## src/rtl/dmem_arb_pkg.sv

```systemverilog
// Shared definitions for the data-memory arbiter: FSM encodings, default
// parameters and the starvation-counter width helper.
package dmem_arb_pkg;

  localparam logic [1:0] ARB   = 2'd0;
  localparam logic [1:0] FORCE = 2'd1;
  localparam logic [1:0] HALT  = 2'd2;

  localparam int ADDR_W_DEF     = 10;
  localparam int STARVE_MAX_DEF = 8;

  // Ceiling log2 with a floor of one bit, usable in constant expressions.
  function automatic int clog2(input int value);
    int width;
    width = 1;
    for (int i = 1; i < 32; i++) begin
      if ((1 << i) < value) width = i + 1;
    end
    return width;
  endfunction

  // Bits needed to hold 0..max inclusive.
  function automatic int cnt_width(input int max);
    return clog2(max + 1);
  endfunction

endpackage

```

## src/rtl/dmem_arbiter_if.sv

```systemverilog
// Bus bundle around the arbiter: CPU MEM-stage side, debug/loader side and
// the data-memory side. The arbiter is the slave; the surrounding system is the master.
interface dmem_arbiter_if #(
  parameter int ADDR_W = 10
);

  logic              MEM_memread;
  logic              MEM_memwrite;
  logic [ADDR_W-1:0] MEM_addr;
  logic [31:0]       MEM_wdata;
  logic [31:0]       MEM_rdata;
  logic              mem_stall;

  logic              dbg_req;
  logic              dbg_we;
  logic [ADDR_W-1:0] dbg_addr;
  logic [31:0]       dbg_wdata;
  logic              dbg_ack;
  logic [31:0]       dbg_rdata;

  logic [ADDR_W-1:0] dm_addr;
  logic              dm_we;
  logic [31:0]       dm_wdata;
  logic [31:0]       dm_rdata;

  modport slave (
    input  MEM_memread, MEM_memwrite, MEM_addr, MEM_wdata,
    output MEM_rdata, mem_stall,
    input  dbg_req, dbg_we, dbg_addr, dbg_wdata,
    output dbg_ack, dbg_rdata,
    output dm_addr, dm_we, dm_wdata,
    input  dm_rdata
  );

  modport master (
    output MEM_memread, MEM_memwrite, MEM_addr, MEM_wdata,
    input  MEM_rdata, mem_stall,
    output dbg_req, dbg_we, dbg_addr, dbg_wdata,
    input  dbg_ack, dbg_rdata,
    input  dm_addr, dm_we, dm_wdata,
    output dm_rdata
  );

endinterface

```

## src/rtl/dmem_arbiter_starve_cnt.sv

```systemverilog
// Saturating starvation counter: clear wins over increment, holds at MAX.
module arb_starve_cnt
  import dmem_arb_pkg::*;
#(
  parameter  int MAX = STARVE_MAX_DEF,
  localparam int W   = cnt_width(MAX)
) (
  input  logic         clk,
  input  logic         rst,
  input  logic         inc,
  input  logic         clr,
  output logic [W-1:0] cnt,
  output logic         sat
);

  assign sat = (cnt == W'(MAX));

  // NOTE: registers use non-blocking assignments so every flop samples
  // pre-edge values regardless of the order blocks are evaluated in.
  always_ff @(posedge clk or posedge rst) begin
    if (rst) begin
      cnt <= '0;
    end else if (clr) begin
      cnt <= '0;
    end else if (inc && !sat) begin
      cnt <= cnt + 1'b1;
    end
  end

endmodule

```

## src/rtl/dmem_arbiter.sv

```systemverilog
// Data-memory port arbiter between the CPU MEM stage and a debug/loader port.
// Define DMEM_ARB_STARVE_EN to add the starvation counter and FORCE slot;
// without it the CPU has strict priority and never stalls.
module dmem_arbiter
  import dmem_arb_pkg::*;
#(
  parameter int ADDR_W     = ADDR_W_DEF,
  parameter int STARVE_MAX = STARVE_MAX_DEF
) (
  input  logic           clk,
  input  logic           rst,
  input  logic           hlt,
  dmem_arbiter_if.slave  bus
);

  if (STARVE_MAX < 1 || STARVE_MAX > 255) begin : g_bad_starve_max
    $error("dmem_arbiter: STARVE_MAX must be within 1..255");
  end

  logic [1:0]        state;
  logic [1:0]        state_nxt;
  logic              cpu_req;
  logic              dbg_elig;
  logic              cpu_win;
  logic              dbg_win;
  logic [ADDR_W-1:0] grant_addr;
  logic              dbg_ack_q;
  logic [31:0]       dbg_rdata_q;

  assign cpu_req  = bus.MEM_memread | bus.MEM_memwrite;
  // The ack cycle is never a grant cycle, which caps debug at one access per two cycles.
  assign dbg_elig = bus.dbg_req & ~dbg_ack_q;

  // Winner selection; nothing wins while reset is held.
  always_comb begin
    cpu_win = 1'b0;
    dbg_win = 1'b0;
    if (!rst) begin
      case (state)
        HALT: dbg_win = dbg_elig;
`ifdef DMEM_ARB_STARVE_EN
        FORCE: begin
          dbg_win = dbg_elig;
          cpu_win = cpu_req & ~dbg_elig;
        end
`endif
        default: begin
          cpu_win = cpu_req;
          dbg_win = dbg_elig & ~cpu_req;
        end
      endcase
    end
  end

  assign grant_addr    = dbg_win ? bus.dbg_addr : bus.MEM_addr;
  assign bus.dm_addr   = grant_addr;
  assign bus.dm_we     = dbg_win ? bus.dbg_we : (cpu_win & bus.MEM_memwrite);
  assign bus.dm_wdata  = dbg_win ? bus.dbg_wdata : bus.MEM_wdata;
  assign bus.MEM_rdata = bus.dm_rdata;

`ifdef DMEM_ARB_STARVE_EN
  localparam int CNT_W = cnt_width(STARVE_MAX);

  logic [CNT_W-1:0] starve_cnt;
  logic             starve_sat;
  logic             cnt_inc;
  logic             cnt_clr;
  logic             starve_hit;

  assign cnt_inc = (state == ARB) & dbg_elig & cpu_win;
  assign cnt_clr = dbg_win | ~bus.dbg_req;
  // True when the counter will sit at STARVE_MAX after this edge.
  assign starve_hit = ~cnt_clr &
                      (starve_sat | (cnt_inc & (starve_cnt == CNT_W'(STARVE_MAX - 1))));

  arb_starve_cnt #(
    .MAX (STARVE_MAX)
  ) u_starve_cnt (
    .clk (clk),
    .rst (rst),
    .inc (cnt_inc),
    .clr (cnt_clr),
    .cnt (starve_cnt),
    .sat (starve_sat)
  );

  assign bus.mem_stall = cpu_req & dbg_win & (state != HALT);
`else
  assign bus.mem_stall = 1'b0;
`endif

  always_comb begin
    state_nxt = state;
    if (hlt) begin
      state_nxt = HALT;
    end else begin
      case (state)
`ifdef DMEM_ARB_STARVE_EN
        ARB:   if (starve_hit) state_nxt = FORCE;
        FORCE: if (dbg_win || !bus.dbg_req) state_nxt = ARB;
`endif
        default: state_nxt = ARB;
      endcase
    end
  end

  always_ff @(posedge clk or posedge rst) begin
    if (rst) begin
      state       <= ARB;
      dbg_ack_q   <= 1'b0;
      dbg_rdata_q <= '0;
    end else begin
      state     <= state_nxt;
      dbg_ack_q <= dbg_win;
      if (dbg_win && !bus.dbg_we) dbg_rdata_q <= bus.dm_rdata;
    end
  end

  assign bus.dbg_ack   = dbg_ack_q;
  assign bus.dbg_rdata = dbg_rdata_q;

endmodule

```

## src/flat_wrapper.sv

```systemverilog
// flat-port wrapper written by rule: the top's interface ports become plain ports
module dmem_arbiter_flat import dmem_arb_pkg::*;
#(
  parameter int ADDR_W     = ADDR_W_DEF,
  parameter int STARVE_MAX = STARVE_MAX_DEF
)
  (clk, rst, hlt, bus_MEM_memread, bus_MEM_memwrite, bus_MEM_addr, bus_MEM_wdata, bus_MEM_rdata, bus_mem_stall, bus_dbg_req, bus_dbg_we, bus_dbg_addr, bus_dbg_wdata, bus_dbg_ack, bus_dbg_rdata, bus_dm_addr, bus_dm_we, bus_dm_wdata, bus_dm_rdata);
  dmem_arbiter_if #(.ADDR_W(ADDR_W)) bus_i ();
  input  logic clk;
  input  logic rst;
  input  logic hlt;
  input wire logic [$bits(bus_i.MEM_memread)-1:0] bus_MEM_memread;
  input wire logic [$bits(bus_i.MEM_memwrite)-1:0] bus_MEM_memwrite;
  input wire logic [$bits(bus_i.MEM_addr)-1:0] bus_MEM_addr;
  input wire logic [$bits(bus_i.MEM_wdata)-1:0] bus_MEM_wdata;
  output wire logic [$bits(bus_i.MEM_rdata)-1:0] bus_MEM_rdata;
  output wire logic [$bits(bus_i.mem_stall)-1:0] bus_mem_stall;
  input wire logic [$bits(bus_i.dbg_req)-1:0] bus_dbg_req;
  input wire logic [$bits(bus_i.dbg_we)-1:0] bus_dbg_we;
  input wire logic [$bits(bus_i.dbg_addr)-1:0] bus_dbg_addr;
  input wire logic [$bits(bus_i.dbg_wdata)-1:0] bus_dbg_wdata;
  output wire logic [$bits(bus_i.dbg_ack)-1:0] bus_dbg_ack;
  output wire logic [$bits(bus_i.dbg_rdata)-1:0] bus_dbg_rdata;
  output wire logic [$bits(bus_i.dm_addr)-1:0] bus_dm_addr;
  output wire logic [$bits(bus_i.dm_we)-1:0] bus_dm_we;
  output wire logic [$bits(bus_i.dm_wdata)-1:0] bus_dm_wdata;
  input wire logic [$bits(bus_i.dm_rdata)-1:0] bus_dm_rdata;
  assign bus_i.MEM_memread = bus_MEM_memread;
  assign bus_i.MEM_memwrite = bus_MEM_memwrite;
  assign bus_i.MEM_addr = bus_MEM_addr;
  assign bus_i.MEM_wdata = bus_MEM_wdata;
  assign bus_MEM_rdata = bus_i.MEM_rdata;
  assign bus_mem_stall = bus_i.mem_stall;
  assign bus_i.dbg_req = bus_dbg_req;
  assign bus_i.dbg_we = bus_dbg_we;
  assign bus_i.dbg_addr = bus_dbg_addr;
  assign bus_i.dbg_wdata = bus_dbg_wdata;
  assign bus_dbg_ack = bus_i.dbg_ack;
  assign bus_dbg_rdata = bus_i.dbg_rdata;
  assign bus_dm_addr = bus_i.dm_addr;
  assign bus_dm_we = bus_i.dm_we;
  assign bus_dm_wdata = bus_i.dm_wdata;
  assign bus_i.dm_rdata = bus_dm_rdata;
  dmem_arbiter #(.ADDR_W(ADDR_W), .STARVE_MAX(STARVE_MAX)) u_core (.clk(clk), .rst(rst), .hlt(hlt), .bus(bus_i));
endmodule
```

## config.mk

```make
export PLATFORM = sky130hd
export DESIGN_NAME = dmem_arbiter_flat
export DESIGN_NICKNAME = d
export VERILOG_FILES = /design/src/rtl/dmem_arb_pkg.sv /design/src/rtl/dmem_arbiter_if.sv /design/src/rtl/dmem_arbiter_starve_cnt.sv /design/src/rtl/dmem_arbiter.sv /design/src/flat_wrapper.sv
export SDC_FILE = /design/constraint.sdc
export NUM_CORES = 1
export LEC_CHECK = 0
export BUFFER_PORTS_ARGS = -buffer_cell sky130_fd_sc_hd__buf_2
export CAP_MARGIN = 10
export CORE_AREA = 2 2 90 92
export DETAILED_ROUTE_END_ITERATION = 10
export DIE_AREA = 0 0 92 94
export GPL_TIMING_DRIVEN = 0
export PLACE_DENSITY = 0.76
export SETUP_SLACK_MARGIN = 0.15
export SLEW_MARGIN = 20
export SYNTH_ARGS = -nofsm -noshare
export SYNTH_HDL_FRONTEND = slang
export SYNTH_SLANG_ARGS = --single-unit
```

## constraint.sdc

```tcl
create_clock -name clk -period 1.6 [get_ports clk]
set_input_delay 0.16 -clock clk [delete_from_list [all_inputs] [get_ports clk]]
set_output_delay 0.16 -clock clk [all_outputs]
set_load 0.03 [all_outputs]
```

### Word level (Yosys, flattened, before mapping)

Cells that the tools add are included.

* reduce and logical (&&, ||, !) cells: 2
* bitwise operators: 6
* eq/ne operators: 1
* multiplexer cells: 8

Operators by type and width (number)
* 2-to-1 mux 32 bit: 1
* 2-to-1 mux 10 bit: 1
* 2-to-1 mux 1 bit: 5
* AND 1 bit: 3
* equality test 2 bit (second input constant): 1
* 2-to-1 mux 2 bit: 1
* inverter 1 bit: 2
* logical AND 1 bit: 1
* logical NOT 1 bit: 1
* bitwise OR 1 bit: 1

* flip-flop bits (word level): 35
* output and inout port bits: 109

### Longest topological paths before layout

* depth in word-level cells: 6
* gate-level depth with buffers: 5
* depth with buffers taken out: 4

### Worst setup path before layout

OpenSTA, ideal clock, no wires.

* path kind: register to output
* start: register u_core.dbg_ack_q (netlist: u_core.bus.dbg_ack)
* end: output bus_dm_addr[0]
* arrival: 1330 ps
* cell stages (with the launch flop): 5
* slack: 110 ps
* path buffers: 1
* cells stage by stage: dfrtp_1 nor2_4 nand3_4 buf_6 mux2_2

* longest elaborated chain between the ends: 6

Ends and longest elaborated chain
* start: declaration: RTL line dmem_arbiter.sv:27 `logic dbg_ack_q;`
* start signal: assignment: RTL line dmem_arbiter.sv:114 `dbg_ack_q <= dbg_win;`
* inverter 1 bit *: RTL line dmem_arbiter.sv:32 `assign dbg_elig = bus.dbg_req & ~dbg_ack_q;`
* AND 1 bit *: RTL line dmem_arbiter.sv:32
* AND 1 bit: RTL line dmem_arbiter.sv:49 `dbg_win = dbg_elig & ~cpu_req;`
* 2-to-1 mux 1 bit *: RTL line dmem_arbiter.sv:39 `case (state)`
* 2-to-1 mux 1 bit *: RTL line dmem_arbiter.sv:38 `if (!rst) begin`
* 2-to-1 mux 10 bit *: RTL line dmem_arbiter.sv:55 `assign grant_addr = dbg_win ? bus.dbg_addr : bus.MEM_addr;`
* end: declaration: RTL line flat_wrapper.sv:24 `output wire logic [$bits(bus_i.dm_addr)-1:0] bus_dm_addr;`

Every way passes the cells marked *; elsewhere a longest branch is shown, timed or not.

### Worst setup path in the final report

* start: register u_core.dbg_ack_q (netlist: u_core.bus.dbg_ack)
* end: output bus_dm_wdata[30]

* longest elaborated chain between the ends: 6

Ends and longest elaborated chain
* inverter 1 bit *: RTL line dmem_arbiter.sv:32
* AND 1 bit *: RTL line dmem_arbiter.sv:32
* AND 1 bit: RTL line dmem_arbiter.sv:49
* 2-to-1 mux 1 bit *: RTL line dmem_arbiter.sv:39
* 2-to-1 mux 1 bit *: RTL line dmem_arbiter.sv:38
* 2-to-1 mux 32 bit *: RTL line dmem_arbiter.sv:58 `assign bus.dm_wdata = dbg_win ? bus.dbg_wdata : bus.MEM_wdata;`
* end: declaration: RTL line flat_wrapper.sv:26 `output wire logic [$bits(bus_i.dm_wdata)-1:0] bus_dm_wdata;`

Marked as above.

==> impl_metrics.env <==
export IMPL_cts_inserted_buffers=5
export IMPL_vias=2099
export IMPL_synth_top_area_share_pct=37.9
export IMPL_worstSetupPathType="register to output port"
export IMPL_firstDrtPassIters=2
export IMPL_numPortBuffers=230
export IMPL_grt_met2_usage_pct=28.7
export IMPL_yosysTopAreaCell="dfrtp_1"
export IMPL_violations="setup timing"
export IMPL_min_path_type="input port to asynchronous set/reset pin"
export IMPL_cts_tree="yes"
export IMPL_clk_latency_ps=280
export IMPL_finalNonFillerCells=503
export IMPL_grt_max_degree=35
export IMPL_period_share_pct=114
export IMPL_cap_violations=0
export IMPL_htreeDepth=2
export IMPL_antenna_found_initial=1
export IMPL_path_max_fanout=10
export IMPL_synth_cells=157
export IMPL_rsz0062_at_grt="yes"
export IMPL_end_kind="output port"
export IMPL_num_rows=32
export IMPL_area_growth_pct=73.3
export IMPL_design_area_mm2=0.00388
export IMPL_required_ps=1440
export IMPL_seq_area_um2=852
export IMPL_mostFrequentLayoutCell="buf_2"
export IMPL_finalHoldViolCount=0
export IMPL_syn_area_per_cell_um2=14.3
export IMPL_die_height_um=94
export IMPL_synth_xor_area_share_pct=0
export IMPL_fin_nets=523
export IMPL_yosysUniqueCellTypes=13
export IMPL_busiest_layer="met2"
export IMPL_r2r_slack_ps=110
export IMPL_synthMuxAreaShare_pct=43.2
export IMPL_synth_compound_area_share_pct=1.28
export IMPL_dpl_hpwl_mm=6.08
export IMPL_final_cell_mix="buf_2, mux2_4, mux2_2, buf_4, dfrtp_1"
export IMPL_multiInputGateArea_mm2=0.00107
export IMPL_clock_root_buffer="clkbuf_8"
export IMPL_dieArea_mm2=0.00865
export IMPL_drc=0
export IMPL_io_pins=232
export IMPL_layout_drive_gt1_share_pct=91.0
export IMPL_cts_buffer_depth=2
export IMPL_irDropWorstVdd_uv=575
export IMPL_power_total_mw=3.81
export IMPL_fillers=659
export IMPL_ys_seq_elements=34
export IMPL_fin_skew_ps=4.49
export IMPL_gp_congestion=0.687
export IMPL_core_area_mm2=0.00761
export IMPL_setup_viol=43
export IMPL_synthAdderAreaFrac_pct=0
export IMPL_hold_slack_ps=28.2
export IMPL_totalWireLength_mm=7.33
export IMPL_die_w_um=92
export IMPL_worstPathArrival_ps=1670
export IMPL_yosysWarningCount=0
export IMPL_globalRouteOverflowTotal=0
export IMPL_fin_crit_ps=1830
export IMPL_drt_iter0_drc=52
export IMPL_grt_met3_usage_pct=4.25
export IMPL_synth_area_leaders="dfrtp_1, mux2_4, mux2_2"
export IMPL_synth_top_family_by_area="multiplexers"
export IMPL_syn_num_nets=280
export IMPL_slew_headroom_pct=53.5
export IMPL_status="complete, but fails checks"
export IMPL_place_inst=489
export IMPL_gr_usage_all_layers_pct=15.4
export IMPL_cellLeakagePower_nw=2.23
export IMPL_worst_slew_pin_transition_ps=696
export IMPL_place_area_mm2=0.00352
export IMPL_worst_slack_ps=-230
export IMPL_synth_simple_area_share_pct=2.51
export IMPL_syn_area_mm2=0.00224
export IMPL_max_freq_ghz=0.546
export IMPL_clkTransAtPathRegs_ps=70
export IMPL_yosysSeqAreaShare_pct=37.9
export IMPL_clock_sinks=34
export IMPL_grt_first_pass_wirelength_mm=10.3
export IMPL_use_met1_pct=16.6
export IMPL_start_kind="register"
export IMPL_ant_nets=0
export IMPL_p_per_area_mw_per_mm2=980
export IMPL_slew_viol_final=0
export IMPL_grt_pass1_vias=2109
export IMPL_routedWlPerCell_um=14.6
export IMPL_initial_core_util_pct=29.5
export IMPL_vias_per_cell=4.17
-- power breakdown --
part           leakage [nW]  internal (mW)  switching, mW
clock                0.0573          0.498          0.300
sequential            0.407           1.06          0.109
combinational          1.77          0.804           1.03
total                  2.23           2.36           1.44
-- per-layer routing --
metal  vias up  wire [um]
li1        996          -
met1       965       2680
met2       127       3820
met3        11        642
met4         0        192
met5         -          0
-- final timing paths --
| path | startpoint | to | cells after the start |
|---|---|---|---|
| setup / recovery | u_core.bus.dbg_ack$_DFF_PP0_ | bus_dm_wdata[30] | 5 |
| setup reg to reg | u_core.state[1]$_DFF_PP0_ | u_core.bus.dbg_rdata[22]$_DFFE_PP0P_ | 5 |
| min in group clk | bus_dm_rdata[31] | u_core.bus.dbg_rdata[31]$_DFFE_PP0P_ | 2 |
| hold reg to reg | u_core.bus.dbg_rdata[7]$_DFFE_PP0P_ | u_core.bus.dbg_rdata[7]$_DFFE_PP0P_ | 1 |
| max in group asynchronous | rst | u_core.bus.dbg_ack$_DFF_PP0_ | 2 |
| hold / removal | rst | u_core.state[1]$_DFF_PP0_ | 2 |
-- cells in the mapped netlist --
library cell	n
nor2_4	1
o21bai_4	1
buf_6	7
conb_1	1
nand4b_4	1
nand3_4	1
a22o_2	1
mux2_2	38
mux2_4	36
buf_4	33
inv_1	2
dfrtp_1	34
nor2_1	1
-- kinds of logic after synthesis --
| family | Yosys count |
|---|---|
| buffers and inverters | 42 |
| muxes | 74 |
| and+or+nand+nor | 4 |
| AOI/OAI and AO/OA | 2 |
| other | 1 |
| DFF | 34 |
-- state kept, by name, indices dropped and copies added (netlist names) --
register	cells
u_core.bus.dbg_ack	1
u_core.bus.dbg_rdata	32
u_core.state	1
-- per-stage QoR --
stage / utilization, % / worst slack (ps) / TNS (ps)
6_report: 51.1 / -230 / -8870
5_1_grt: 51.0 / -311 / -12410
3_5_place_dp: 46.3 / 4.11 / 0
3_3_place_gp: 46.3 / 20.5 / 0
2_1_floorplan: - / 162 / 0
4_1_cts: 50.4 / -254 / -9800
-- layout make-up --
| class | count | area share [%] |
|---|---|---|
| well taps | 102 | 3.29 |
| multi-input cells | 81 | 27.5 |
| plain buffers | 40 | 9.47 |
| flip-flops and latches | 34 | 21.9 |
| clock inverters | 1 | 0.773 |
| diodes | 1 | 0.0644 |
| repair buffers | 236 | 34.7 |
| clock buffers | 6 | 2.13 |
| inverters | 2 | 0.193 |
-- critical path, cell delays in order, from the launching register on --
cell	delay (ps)
dfrtp_2	420
nor2_4	140
nand3_4	170
buf_8	190
mux2_4	290
buf_2	180
-- what timing repair did --
action,in CTS,in global routing
pin swaps,1,0
setup endpoints to repair,43,73
gates cloned,0,0
hold buffers,1,0
endpoints found under the hold margin,1,0
setup buffers,2,3
gates resized for setup,54,6
(Power assumes the default switching activity.)
